==> src/rtl/camera_pixel_pack.sv <==
// Packs 10-bit camera pixels three per 32-bit FIFO word, with frame/line markers,
// frame framing by frame_sign rising edge, and sticky overflow/framing error flags.
module camera_pixel_pack #(
    parameter int unsigned LINE_PIX = 960,
    parameter int unsigned LINES    = 480
) (
    input  logic        clk_200,
    input  logic        reset,
    input  logic [9:0]  pix_in,
    input  logic        pix_valid,
    input  logic        frame_sign,
    input  logic        fifo_full,
    input  logic        stat_clr,
    output logic [31:0] word_out,
    output logic        word_wrreq,
    output logic        frame_done,
    output logic        overflow,
    output logic        frame_err,
    output logic [15:0] frame_cnt
);

    localparam int unsigned PIX_W  = 10;
    localparam int unsigned CNT_W  = 12;
    localparam int unsigned SLOT_W = 2;
    localparam int unsigned WORD_W = 32;
    localparam int unsigned FCNT_W = 16;

    localparam logic [CNT_W-1:0]  LAST_PIX  = CNT_W'(LINE_PIX - 1);
    localparam logic [CNT_W-1:0]  LAST_LINE = CNT_W'(LINES - 1);
    localparam logic [SLOT_W-1:0] SLOT_2    = SLOT_W'(2);

    typedef enum logic {
        IDLE   = 1'b0,
        ACTIVE = 1'b1
    } state_t;

    state_t              state;
    state_t              state_nxt;
    logic                frame_sign_d;
    logic                fs_rise;
    logic [CNT_W-1:0]    pix_cnt;
    logic [CNT_W-1:0]    line_cnt;
    logic [SLOT_W-1:0]   slot;
    logic [PIX_W-1:0]    slot0_q;
    logic [PIX_W-1:0]    slot1_q;
    logic                first_pend;
    logic                accept;
    logic                last_pix;
    logic                last_line;
    logic                emit;
    logic [WORD_W-1:0]   word_nxt;

    assign fs_rise = frame_sign & ~frame_sign_d;

    // Next state, pixel acceptance and the word that the current pixel would complete
    always_comb begin
        state_nxt = state;
        accept    = 1'b0;
        emit      = 1'b0;
        last_pix  = (pix_cnt == LAST_PIX);
        last_line = (line_cnt == LAST_LINE);
        word_nxt  = '0;

        case (state)
            IDLE: begin
                if (fs_rise) begin
                    state_nxt = ACTIVE;
                end
            end
            ACTIVE: begin
                if (!fs_rise && pix_valid) begin
                    accept = 1'b1;
                    emit   = (slot == SLOT_2) || last_pix;
                    if (last_pix && last_line) begin
                        state_nxt = IDLE;
                    end
                end
            end
            default: state_nxt = IDLE;
        endcase

        word_nxt[31]    = last_pix;
        word_nxt[30]    = first_pend;
        word_nxt[9:0]   = (slot == SLOT_W'(0)) ? pix_in : slot0_q;
        word_nxt[19:10] = (slot == SLOT_W'(1)) ? pix_in :
                          (slot == SLOT_2)     ? slot1_q : PIX_W'(0);
        word_nxt[29:20] = (slot == SLOT_2) ? pix_in : PIX_W'(0);
    end

    always_ff @(posedge clk_200) begin
        if (!reset) begin
            state        <= IDLE;
            frame_sign_d <= 1'b0;
            pix_cnt      <= '0;
            line_cnt     <= '0;
            slot         <= '0;
            slot0_q      <= '0;
            slot1_q      <= '0;
            first_pend   <= 1'b0;
            word_out     <= '0;
            word_wrreq   <= 1'b0;
            frame_done   <= 1'b0;
            overflow     <= 1'b0;
            frame_err    <= 1'b0;
            frame_cnt    <= '0;
        end else begin
            state        <= state_nxt;
            frame_sign_d <= frame_sign;
            word_wrreq   <= 1'b0;
            frame_done   <= 1'b0;

            // A frame marker always restarts packing; any partial word is lost
            if (fs_rise) begin
                pix_cnt    <= '0;
                line_cnt   <= '0;
                slot       <= '0;
                first_pend <= 1'b1;
            end else if (accept) begin
                if (slot == SLOT_W'(0)) slot0_q <= pix_in;
                if (slot == SLOT_W'(1)) slot1_q <= pix_in;
                slot    <= emit ? SLOT_W'(0) : slot + SLOT_W'(1);
                pix_cnt <= last_pix ? CNT_W'(0) : pix_cnt + CNT_W'(1);
                if (last_pix) begin
                    line_cnt <= last_line ? CNT_W'(0) : line_cnt + CNT_W'(1);
                end
                if (emit) begin
                    first_pend <= 1'b0;
                    if (!fifo_full) begin
                        word_out   <= word_nxt;
                        word_wrreq <= 1'b1;
                    end
                end
                if (last_pix && last_line) begin
                    frame_done <= 1'b1;
                    frame_cnt  <= frame_cnt + FCNT_W'(1);
                end
            end

            // Set events take priority over a simultaneous clear
            if (accept && emit && fifo_full) begin
                overflow <= 1'b1;
            end else if (stat_clr) begin
                overflow <= 1'b0;
            end

            if (fs_rise && (state == ACTIVE)) begin
                frame_err <= 1'b1;
            end else if (stat_clr) begin
                frame_err <= 1'b0;
            end
        end
    end

endmodule

==> config.mk <==
export PLATFORM = sky130hd
export DESIGN_NAME = camera_pixel_pack
export DESIGN_NICKNAME = d
export VERILOG_FILES = /design/src/rtl/camera_pixel_pack.sv
export SDC_FILE = /design/constraint.sdc
export NUM_CORES = 1
export LEC_CHECK = 0
export BUFFER_PORTS_ARGS = -buffer_cell sky130_fd_sc_hd__buf_2
export CAP_MARGIN = 10
export CORE_MARGIN = 3
export CORE_UTILIZATION = 40
export CTS_CLUSTER_DIAMETER = 100
export CTS_CLUSTER_SIZE = 12
export DETAILED_ROUTE_END_ITERATION = 12
export PLACE_DENSITY_LB_ADDON = 0.1
export SLEW_MARGIN = 15
export SYNTH_ARGS = -nofsm -noshare
export SYNTH_HDL_FRONTEND = slang
export SYNTH_SLANG_ARGS = --single-unit
==> constraint.sdc <==
create_clock -name clk_200 -period 4.7 [get_ports clk_200]
set_clock_uncertainty 0.2 [all_clocks]
set_input_delay 0.94 -clock clk_200 [delete_from_list [all_inputs] [get_ports clk_200]]
set_output_delay 0.94 -clock clk_200 [all_outputs]
set_load 0.05 [all_outputs]
-- Word level (Yosys, flattened, before mapping)
Index checks and enable logic that the tools add are counted.
- register bits after elaboration: 101
- output and inout bits: 52
- input port bits: 16
- bitwise gates (word level): 8
- add/sub/neg operators: 4
- equality and inequality tests: 4
- reduce and logical (&&, ||, !) cells: 21
- muxes and demuxes: 23
- operators by type and width (kind ; number):
    2-to-1 mux 10 bit ; 4
    adder 12 x 1 -> 12 bit (second input constant) ; 2
    2-to-1 mux 12 bit ; 2
    adder 16 x 1 -> 16 bit (second input constant) ; 1
    2-to-1 mux 1 bit ; 15
    equality test 12 x 10 -> 1 bit (second input constant) ; 1
    equality test 12 x 9 -> 1 bit (second input constant) ; 1
    nonzero test 2 bit ; 4
    inverter 1 bit ; 7
    AND reduction 2 bit ; 3
    AND reduction 3 bit ; 2
    logical AND 1 bit ; 5
    AND reduction 4 bit ; 1
    OR reduction 4 bit ; 1
    OR reduction 3 bit ; 1
    adder 2 x 1 -> 2 bit (second input constant) ; 1
    equality test 2 x 1 -> 1 bit (second input constant) ; 1
    equality test 2 bit (second input constant) ; 1
    zero test 2 bit ; 1
    2-to-1 mux 2 bit ; 1
    one-hot mux 1 bit (2 select lines) ; 1
    OR reduction 2 bit ; 1
    AND 1 bit ; 1
    zero test 1 bit ; 1
    logical OR 1 bit ; 1

-- Logic depth before layout (Yosys ltp)
Gate-level depths: netlist of run 1.
- depth after elaboration: 9
- depth in mapped cells: 8
- mapped depth without buffers: 6

-- Least setup slack after synthesis of run 1
OpenSTA, ideal clock, no wires.
- path kind: input to register
- from: input frame_sign
- to: register frame_cnt[11]
- arrival time: 2309 ps
- buffers on the path: 1
- setup time: 70 ps
- setup slack: 2121 ps
- stages on the path: 6
- cell sequence: nand2b_1 -> nand3_1 -> or4_4 -> buf_6 -> or3_1 -> a21oi_1
- cells in the longest elaborated chain, start to end: 6
- elaborated cells on any way between the ends: 7
- those cells by class: mux: 2; bitwise: 2; reduce/logical: 3
- RTL lines (what ; line ; text):
    start, declared ; 11 ; input logic frame_sign,
    AND 1 bit (*) ; 53 ; assign fs_rise = frame_sign & ~frame_sign_d;
    zero test 1 bit ; 71 ; if (!fs_rise && pix_valid) begin
    logical AND 1 bit ; 71 ;
    2-to-1 mux 1 bit ; 71 ;
    2-to-1 mux 1 bit ; 64 ; case (state)
    AND reduction 3 bit (no source line) (*) ; - ;
    end signal, assigned ; 135 ; frame_cnt <= frame_cnt + FCNT_W'(1);
    end, declared ; 19 ; output logic [15:0] frame_cnt
Every way passes the cells marked *; elsewhere a longest branch is shown, timed or not.
A chain may end at the register's enable or synchronous reset.

-- Final worst setup path of run 1
- from: input frame_sign
- to: register frame_cnt[15]
Same word-level chain as after synthesis.

==> results of run 1 <==
==> cell type report <==
cell class | count | area, sq um
Multi-Input combinational cell | 365 | 2161
Clock buffer | 10 | 127.6
Clock inverter | 6 | 86.33
Fill cell | 1061 | 5504
Tap cell | 136 | 170.2
Timing Repair Buffer | 71 | 365.4
Inverter | 7 | 26.28
Sequential cell | 101 | 2022
==> stage by stage <==
step / worst slack [ns] / total power, mW / hold WS (ns) / instances
detailed placement: 1.438 / 0.9474 / 0.2458 / 680
global placement: 1.532 / 0.9471 / 0.2413 / 680
finish: 1.806 / 1.523 / 0.2568 / 696
CTS: 1.830 / 1.549 / 0.2611 / 696
global route: 1.670 / 1.592 / 0.2820 / 696
floorplan: 2.121 / 0.9215 / 0.2357 / 504
==> sequential cells by signal, indices dropped and copies added, names as in the netlist <==
signal,cells
first_pend,1
word_out,32
word_wrreq,1
overflow,1
pix_cnt,12
frame_cnt,16
frame_err,1
slot1_q,10
frame_done,1
state,1
slot0_q,10
slot,2
line_cnt,12
frame_sign_d,1
==> power by group <==
part           switching (mW)  total, mW  internal [mW]
registers             0.00315      0.864          0.860
clock network           0.296      0.597          0.301
logic                  0.0461     0.0631         0.0170
==> worst register-to-register path, stage by stage (launching register included) <==
cell and delay, ns:
dfxtp_1 0.34, inv_1 0.10, ha_1 0.70, a31oi_1 0.30
nor3_4 0.18, buf_4 0.47, nor2_1 0.13, a211oi_1 0.22
==> kinds of logic (layout without fill, tap and decap cells) <==
kind of cell	Yosys count	after routing	synth area share (%)
and+or+nand+nor	226	226	26.70
buffers and inverters	38	94	3.859
xor gates and xnor gates	24	24	4.839
adders and majority gates	6	6	1.728
AOI/OAI and AO/OA	88	88	11.49
DFF	101	101	46.54
muxes	21	21	4.839
==> cell usage in the layout, fill, tap and decap left out, drive strengths merged, types with 5 or more instances in the layout <==
cell,instances
inv,7
nand4,24
and4,6
nand3,26
nor4,5
ha,6
a211oi,20
dfxtp,101
a21oi,41
xnor2,8
clkbuf,10
buf,71
nor2,69
mux2i,21
xor2,16
nand2,51
and3,9
o21ai,23
or3,12
==> worst paths after layout <==
check	startpoint	cells after the start	end	slack [ns]
setup / recovery	frame_sign	6	frame_cnt[15]	1.81
hold / removal	slot0_q[2]	2	slot0_q[2]	0.26
setup reg to reg	slot[0]	7	word_out[7]	1.99
hold reg to reg	slot0_q[2]	2	slot0_q[2]	0.26
==> metal layers <==
layer	part of all wire [%]	global-route usage (%)	vias up
li1	-	-	1874
met1	49	22.75	1666
met2	47	26.39	52
met3	3.3	3.669	6
met4	1.0	5.717	0
met5	0	0	-
==> impl_metrics.yaml, run 1 <==
clock_network:
  cts_buffer_depth: 2
  cts_resized: 0
  post_cts_buffers: 0
  cts_tree: "built"
  cts_sinks: 101
  cts-root-buf: "clkbuf_8"
  numCtsBuffers: 9
  postCtsHoldBufs: 0
  cts.clk_slew.worst_paths_ns: 0.09
  htreeDepth: 3
  insertion_delay_ns: 0.36
critical_path:
  crit_chain: "buf_2, nand2b_1, nand3_1, or4_4, or4_1, a21oi_1"
  crit_fanout: 13
  required_ns: 4.79
  cpPeakStageDelay_ns: 0.78
  cp-start-kind: "primary input"
  cp_slowest_cell: "or4_4"
  path_buf_inv: 1
  crit_family: "simple AND/OR/NAND/NOR gates"
  crit_path_end_kind: "flip-flop"
  critical_path_class: "in2reg"
  cp.arrival_ns: 2.98
placement:
  io_buffers: 67
  placed_cell_area_sq_um: 4745
  gp_congestion: 0.8559
  dpl.hpwl_microns: 6842
yosys:
  synth_area_leader_cell: "dfxtp_1"
  synth-edff-count: 0
  synthTopCellsByArea: "dfxtp_1 47%, nor2_1 6.0%, mux2i_1 4.8%"
  syn-num-nets: 526
  yosys_warnings: 0
  yosysUniqueCellTypes: 40
  ys_ff_latch: 101
  synth_common_cells: "101 x dfxtp_1, 69 x nor2_1, 51 x nand2_1"
  syn_inst: 504
  yosysMostFrequentCell: "dfxtp_1"
  syn_avg_cell_area_sq_um: 8.619
  ys.flop_type: "dfxtp_1"
  synth.top_cell.area_share_pct: 46.54
  async_flop_share_pct: 0
  syn_area_sq_um: 4344
  yosysSeqAreaShare_pct: 46.54
sta:
  worst_slew_pin_slew_ns: 0.9396
  fin_crit_sh_pct: 61.57
  max_clock_freq_mhz: 345.6
  fin_crit_ns: 2.894
  hold_viol: 0
  rsz0062_at_grt: "no"
  relSlewSlack_pct: 37.36
  tns_ns: 0
  finalSetupViolCount: 0
  drv_slew: 0
power_and_ir_drop:
  p_leak_nw: 1.971
  powerDensity_nw_per_um2: 307.2
  vdd_drop_max_mv: 0.1858
flow_run:
  maxCapViolations: 0
cells_and_area:
  final_area_sq_um: 4959
  antennaDiodeCount: 0
  fin_nets: 577
  drive_gt1_share_pct: 18.21
  syn_to_final_growth_pct: 14.14
  final_util_pct: 47.39
floorplan:
  die_h_microns: 110.2
  fp-row-count: 37
  initial_core_util_pct: 41.52
  die_x_microns: 110.2
  ios: 68
  coreArea_sq_um: 10460
  die_area_sq_um: 12150
detailed_routing:
  via_per_inst: 5.170
  drtIter0Drc: 183
  vias: 3598
  wire_per_inst_microns: 14.21
  drc: 0
  wl_microns: 9887
  first_pass_iters: 4
  ant_nets: 0
grt:
  antenna_found_initial: 0
  grt_pass1_vias: 3141
  track_usage_pct: 16.75
  grt_remaining_overflow: 0
  grt_max_degree: 63
  grt_pass1_wl_microns: 15950
worst_hold_path:
  hold_class: "reg2reg"
outcome:
  outcome: "finished, final reports clean"
No activity file was read; power rests on OpenSTA's default activity.
==> inputs of run 2 (changes only) <==
==> constraint.sdc (replaced) <==
create_clock -name clk_200 -period 3 [get_ports clk_200]
set_clock_uncertainty 0.2 [all_clocks]
set_input_delay 0.6 -clock clk_200 [delete_from_list [all_inputs] [get_ports clk_200]]
set_output_delay 0.6 -clock clk_200 [all_outputs]
set_load 0.05 [all_outputs]
==> impl_metrics.yaml, run 2 (synthesis gave the netlist of run 1 again) <==
clock_network:
  cts.clk_slew.worst_paths_ns: 0.10
  htreeDepth: 3
  numCtsBuffers: 9
  postCtsHoldBufs: 0
  cts_buffer_depth: 2
  cts-root-buf: "clkbuf_8"
  cts_sinks: 101
  cts_resized: 0
  insertion_delay_ns: 0.36
  post_cts_buffers: 0
  cts_tree: "built"
cells_and_area:
  top_regs: "word_out: 32 flops, frame_cnt: 16 flops"
  drive_gt1_share_pct: 19.26
  top_register: "word_out"
  antennaDiodeCount: 0
  syn_to_final_growth_pct: 16.04
  fin_nets: 583
  final_common_cell: "dfxtp_1"
  final_util_pct: 48.18
  layout_common_cells: "101 x dfxtp_1, 69 x nor2_1, 67 x buf_2, 51 x nand2_1, 41 x a21oi_1"
  largest_register_ffs: 32
  final_area_sq_um: 5041
sta:
  tns_ns: 0
  relSlewSlack_pct: 47.74
  hold_viol: 0
  drv_slew: 0
  worst_slew_pin_slew_ns: 0.7838
  fin_crit_ns: 2.582
  finalSetupViolCount: 0
  max_clock_freq_mhz: 387.2
  rsz0062_at_grt: "no"
  fin_crit_sh_pct: 86.08
placement:
  dpl.hpwl_microns: 6920
  io_buffers: 67
  placed_cell_area_sq_um: 4815
  gp_congestion: 0.7790
power_and_ir_drop:
  p_total_mw: 2.406
  p_leak_nw: 2.014
  vdd_drop_max_mv: 0.2655
  powerDensity_nw_per_um2: 477.3
floorplan:
  coreArea_sq_um: 10460
  die_area_sq_um: 12150
  die_x_microns: 110.2
  initial_core_util_pct: 41.52
  ios: 68
  fp-row-count: 37
  die_h_microns: 110.2
outcome:
  outcome: "finished, final reports clean"
critical_path:
  crit_fanout: 13
  cp.arrival_ns: 2.66
  required_ns: 3.08
  crit_chain: "ha_1, and4_4, nand3_4, or4_4, or4_1, a21oi_1"
  cp-start-kind: "flip-flop"
  crit_family: "simple AND/OR/NAND/NOR gates"
  critical_path_class: "reg2reg"
  worst-path-stages: 6
  cp_slowest_cell: "or4_4"
  crit_path_end_kind: "flip-flop"
  path_buf_inv: 0
  cpPeakStageDelay_ns: 0.63
  reg2reg_depth: 6
flow_run:
  maxCapViolations: 0
detailed_routing:
  vias: 3612
  wl_microns: 9891
  drc: 0
  ant_nets: 0
  drtIter0Drc: 168
  wire_per_inst_microns: 14.09
  first_pass_iters: 4
  via_per_inst: 5.145
worst_hold_path:
  hold_class: "reg2reg"
  whs_path_depth: 2
grt:
  antenna_found_initial: 0
  track_usage_pct: 16.91
  grt_max_degree: 63
  grt_pass1_vias: 3298
  grt_pass1_wl_microns: 16330
  grt_remaining_overflow: 0
## run 2: changes by cell type in the layout (fill, tap and decap cells not counted), sizes merged
cell | before | now
bufinv | 2 | 1
clkinv | 3 | 4
clkbuf | 10 | 9
clkinvlp | 1 | 0
inv | 7 | 9
buf | 71 | 77
## run 2: cell type report
type | count | area, sq um
inverters | 7 | 26.28
clock inverters | 7 | 102.6
repair buffers | 77 | 435.4
well taps | 136 | 170.2
multi-input cells | 365 | 2161
fillers | 1054 | 5421
flip-flops and latches | 101 | 2022
clock buffers | 9 | 123.9
## run 2: per-stage QoR
step                instances  hold slack [ns]  worst slack, ns
finish                    702           0.2583           0.4176
floorplan                 504           0.2357           0.6430
detailed placement        686           0.2461           0.4094
CTS                       702           0.2549           0.4122
global route              702           0.2504           0.2814
global placement          686           0.2412           0.4817
## run 2: report_power, final
group | leakage (nW) | switching, mW | internal [mW]
Clock | 0.113 | 0.530 | 0.416
Combinational | 1.09 | 0.0742 | 0.0320
Sequential | 0.815 | 0.00499 | 1.35
Total | 2.01 | 0.609 | 1.80
## run 2: path summary, 6_finish.rpt
check              from             to  slack, ns
min reg2reg  slot0_q[3]     slot0_q[3]       0.26
min          slot0_q[3]     slot0_q[3]       0.26
max reg2reg  pix_cnt[0]  frame_cnt[15]       0.42
max          pix_cnt[0]  frame_cnt[15]       0.42
## run 2: tightest hold or removal path, cell delays in order, from the launching register on
cell and delay (ns):
dfxtp_1 0.32, nand2_1 0.05, a21oi_1 0.05
## run 2: layer usage
layer / up-vias / GRT usage (%) / part of all wire [%]
met5: - / 0 / 0
met4: 0 / 3.694 / 0.87
met3: 8 / 3.203 / 3.0
met2: 48 / 27.95 / 48
met1: 1669 / 23.03 / 48
li1: 1887 / - / -
==> inputs of run 3 (changes only) <==
--- a/config.mk
+++ b/config.mk
@@ -5,6 +5,7 @@
 export SDC_FILE = /design/constraint.sdc
 export NUM_CORES = 1
 export LEC_CHECK = 0
+export ABC_AREA = 1
 export BUFFER_PORTS_ARGS = -buffer_cell sky130_fd_sc_hd__buf_2
 export CAP_MARGIN = 10
 export CORE_MARGIN = 3
==> impl_metrics.yaml, run 3 <==
power_and_ir_drop:
  p_leak_nw: 2.346
  vdd_drop_max_mv: 0.2546
  powerDensity_nw_per_um2: 450.0
clock_network:
  cts_tree: "built"
  insertion_delay_ns: 0.35
  htreeDepth: 3
  cts_sinks: 101
  cts-root-buf: "clkbuf_16"
  cts.clk_slew.worst_paths_ns: 0.07
  post_cts_buffers: 0
  postCtsHoldBufs: 0
  cts_resized: 0
  numCtsBuffers: 9
  cts_buffer_depth: 2
critical_path:
  rr_startpoint: "pix_cnt[0]"
  cp.arrival_ns: 2.20
  required_ns: 3.05
  reg2reg_slack_ns: 0.84
  critical_path_class: "reg2reg"
  cp-start-kind: "flip-flop"
  crit_path_end_kind: "flip-flop"
  rr_endpoint: "frame_cnt[0]"
  crit_fanout: 23
  reg2reg_depth: 10
yosys:
  syn_area_sq_um: 4982
  yosysSeqAreaShare_pct: 40.58
  syn_avg_cell_area_sq_um: 6.901
  synthTopCellsByArea: "dfxtp_1 41%, nand2_1 12%, nor2_1 11%"
  synth_area_leader_cell: "dfxtp_1"
  ys_ff_latch: 101
  synth_common_cells: "159 x nand2_1, 141 x nor2_1, 101 x dfxtp_1"
  async_flop_share_pct: 0
  ys.flop_type: "dfxtp_1"
  yosysMostFrequentCell: "nand2_1"
  yosys_warnings: 0
  syn_inst: 722
  yosysUniqueCellTypes: 30
  syn-num-nets: 744
  synth.top_cell.area_share_pct: 40.58
  synth-edff-count: 0
sta:
  drv_slew: 0
  relSlewSlack_pct: 55.89
  rsz0062_at_grt: "no"
  hold_viol: 0
  fin_crit_sh_pct: 71.84
  finalSetupViolCount: 0
  holdWs_ns: 0.2493
  worst_slew_pin_slew_ns: 0.6616
  fin_crit_ns: 2.155
  tns_ns: 0
  max_clock_freq_mhz: 464.0
placement:
  dpl.hpwl_microns: 8968
  gp_congestion: 0.8578
  post-place-cells: 934
  io_buffers: 67
detailed_routing:
  dr_wl_met2_microns: 5739
  ant_nets: 0
  first_pass_iters: 4
  vias: 4578
  dr_wl_met3_microns: 423
  highest_layer: "met4"
  drc: 0
  via_per_inst: 4.824
  drtIter0Drc: 270
  wl_microns: 12190
  wire_per_inst_microns: 12.85
  wl_met1_microns: 5725
floorplan:
  ios: 68
  die_x_microns: 117.6
  initial_core_util_pct: 41.14
  coreArea_sq_um: 12110
  die_h_microns: 117.6
  die_area_sq_um: 13830
  fp-row-count: 40
cells_and_area:
  final_common_cell: "nand2_1"
  stdcell_count: 949
  antennaDiodeCount: 0
  top_register: "word_out"
  top_regs: "word_out: 32 flops, frame_cnt: 16 flops"
  drive_gt1_share_pct: 14.85
  fin_nets: 799
  layout_common_cells: "159 x nand2_1, 141 x nor2_1, 101 x dfxtp_1, 67 x buf_2, 65 x nand3_1"
  largest_register_ffs: 32
  syn_to_final_growth_pct: 13.51
worst_hold_path:
  hold_class: "reg2reg"
  whs_path_depth: 2
  hold_end: "slot1_q[0]"
  min-delay-start: "slot1_q[0]"
grt:
  grt_pass1_wl_microns: 20900
  track_usage_pct: 18.05
  antenna_found_initial: 0
  grt_pass1_vias: 4416
  grt_max_degree: 51
  grt_remaining_overflow: 0
outcome:
  outcome: "finished, final reports clean"
flow_run:
  maxCapViolations: 0
run 3: how the worst max path moves through the flow:
stage                       startpoint             to  slack (ns)  depth (start not counted)
after floorplan           frame_cnt[0]  frame_cnt[10]        0.97                          8
after global placement       pix_valid   frame_cnt[0]        0.69                         10
after detailed placement     pix_valid   frame_cnt[0]        0.62                         10
after CTS                   pix_cnt[0]   frame_cnt[0]        0.84                         10
after global routing        pix_cnt[0]   frame_cnt[0]        0.67                         10
final                       pix_cnt[0]   frame_cnt[0]        0.84                         10
run 3: cell families (layout without fill, tap and decap cells):
family,after synthesis,in the layout,share of synthesized area [%]
AO/OA/AOI/OAI,87,87,9.292
XOR/XNOR,10,10,1.758
adder cells (fa/ha/maj),6,6,1.507
buffers and inverters,97,156,8.639
flip-flops,101,101,40.58
multiplexers,10,10,2.009
AND/OR/NAND/NOR,411,411,36.21
run 3: final cells by class:
class	instances	area, sq um
clock buffer	10	229.0
tap	168	210.2
clock inverter	5	28.78
sequential	101	2022
fill	1316	6456
multi-input combinational	524	2530
inverter	68	255.2
timing repair buffer	73	380.4
run 3: per-layer routing:
layer / global-route usage, % / vias to the layer above
met5: 0 / -
met4: 7.692 / 0
met3: 3.364 / 21
met2: 30.22 / 69
met1: 22.77 / 2073
li1: - / 2415
run 3: through the flow:
stage               cell area [sq um]  utilization [%]  setup WS [ns]  total power [mW]
global placement                 5398            44.57         0.6944             1.515
CTS                              5655            46.69         0.8397             2.573
detailed placement               5398            44.57         0.6228             1.516
floorplan                        4982                -         0.9702             1.471
global route                     5655            46.69         0.6719             2.653
finish                           5655            46.69         0.8449             2.545
run 3: worst max-delay path: stages, from the launching register on:
cell and delay, ns:
dfxtp_1 0.38, ha_1 0.25, nand3_1 0.14, nor2_4 0.14, nand2_2 0.10, nor2_4 0.40
nand2_2 0.17, inv_2 0.12, nand2_1 0.05, nand2_1 0.05, nor2_1 0.04
run 3: where the power goes:
group / internal (mW) / switching, mW
Sequential: 1.35 / 0.00580
Combinational: 0.0377 / 0.0889
Clock: 0.554 / 0.507
Total: 1.94 / 0.602
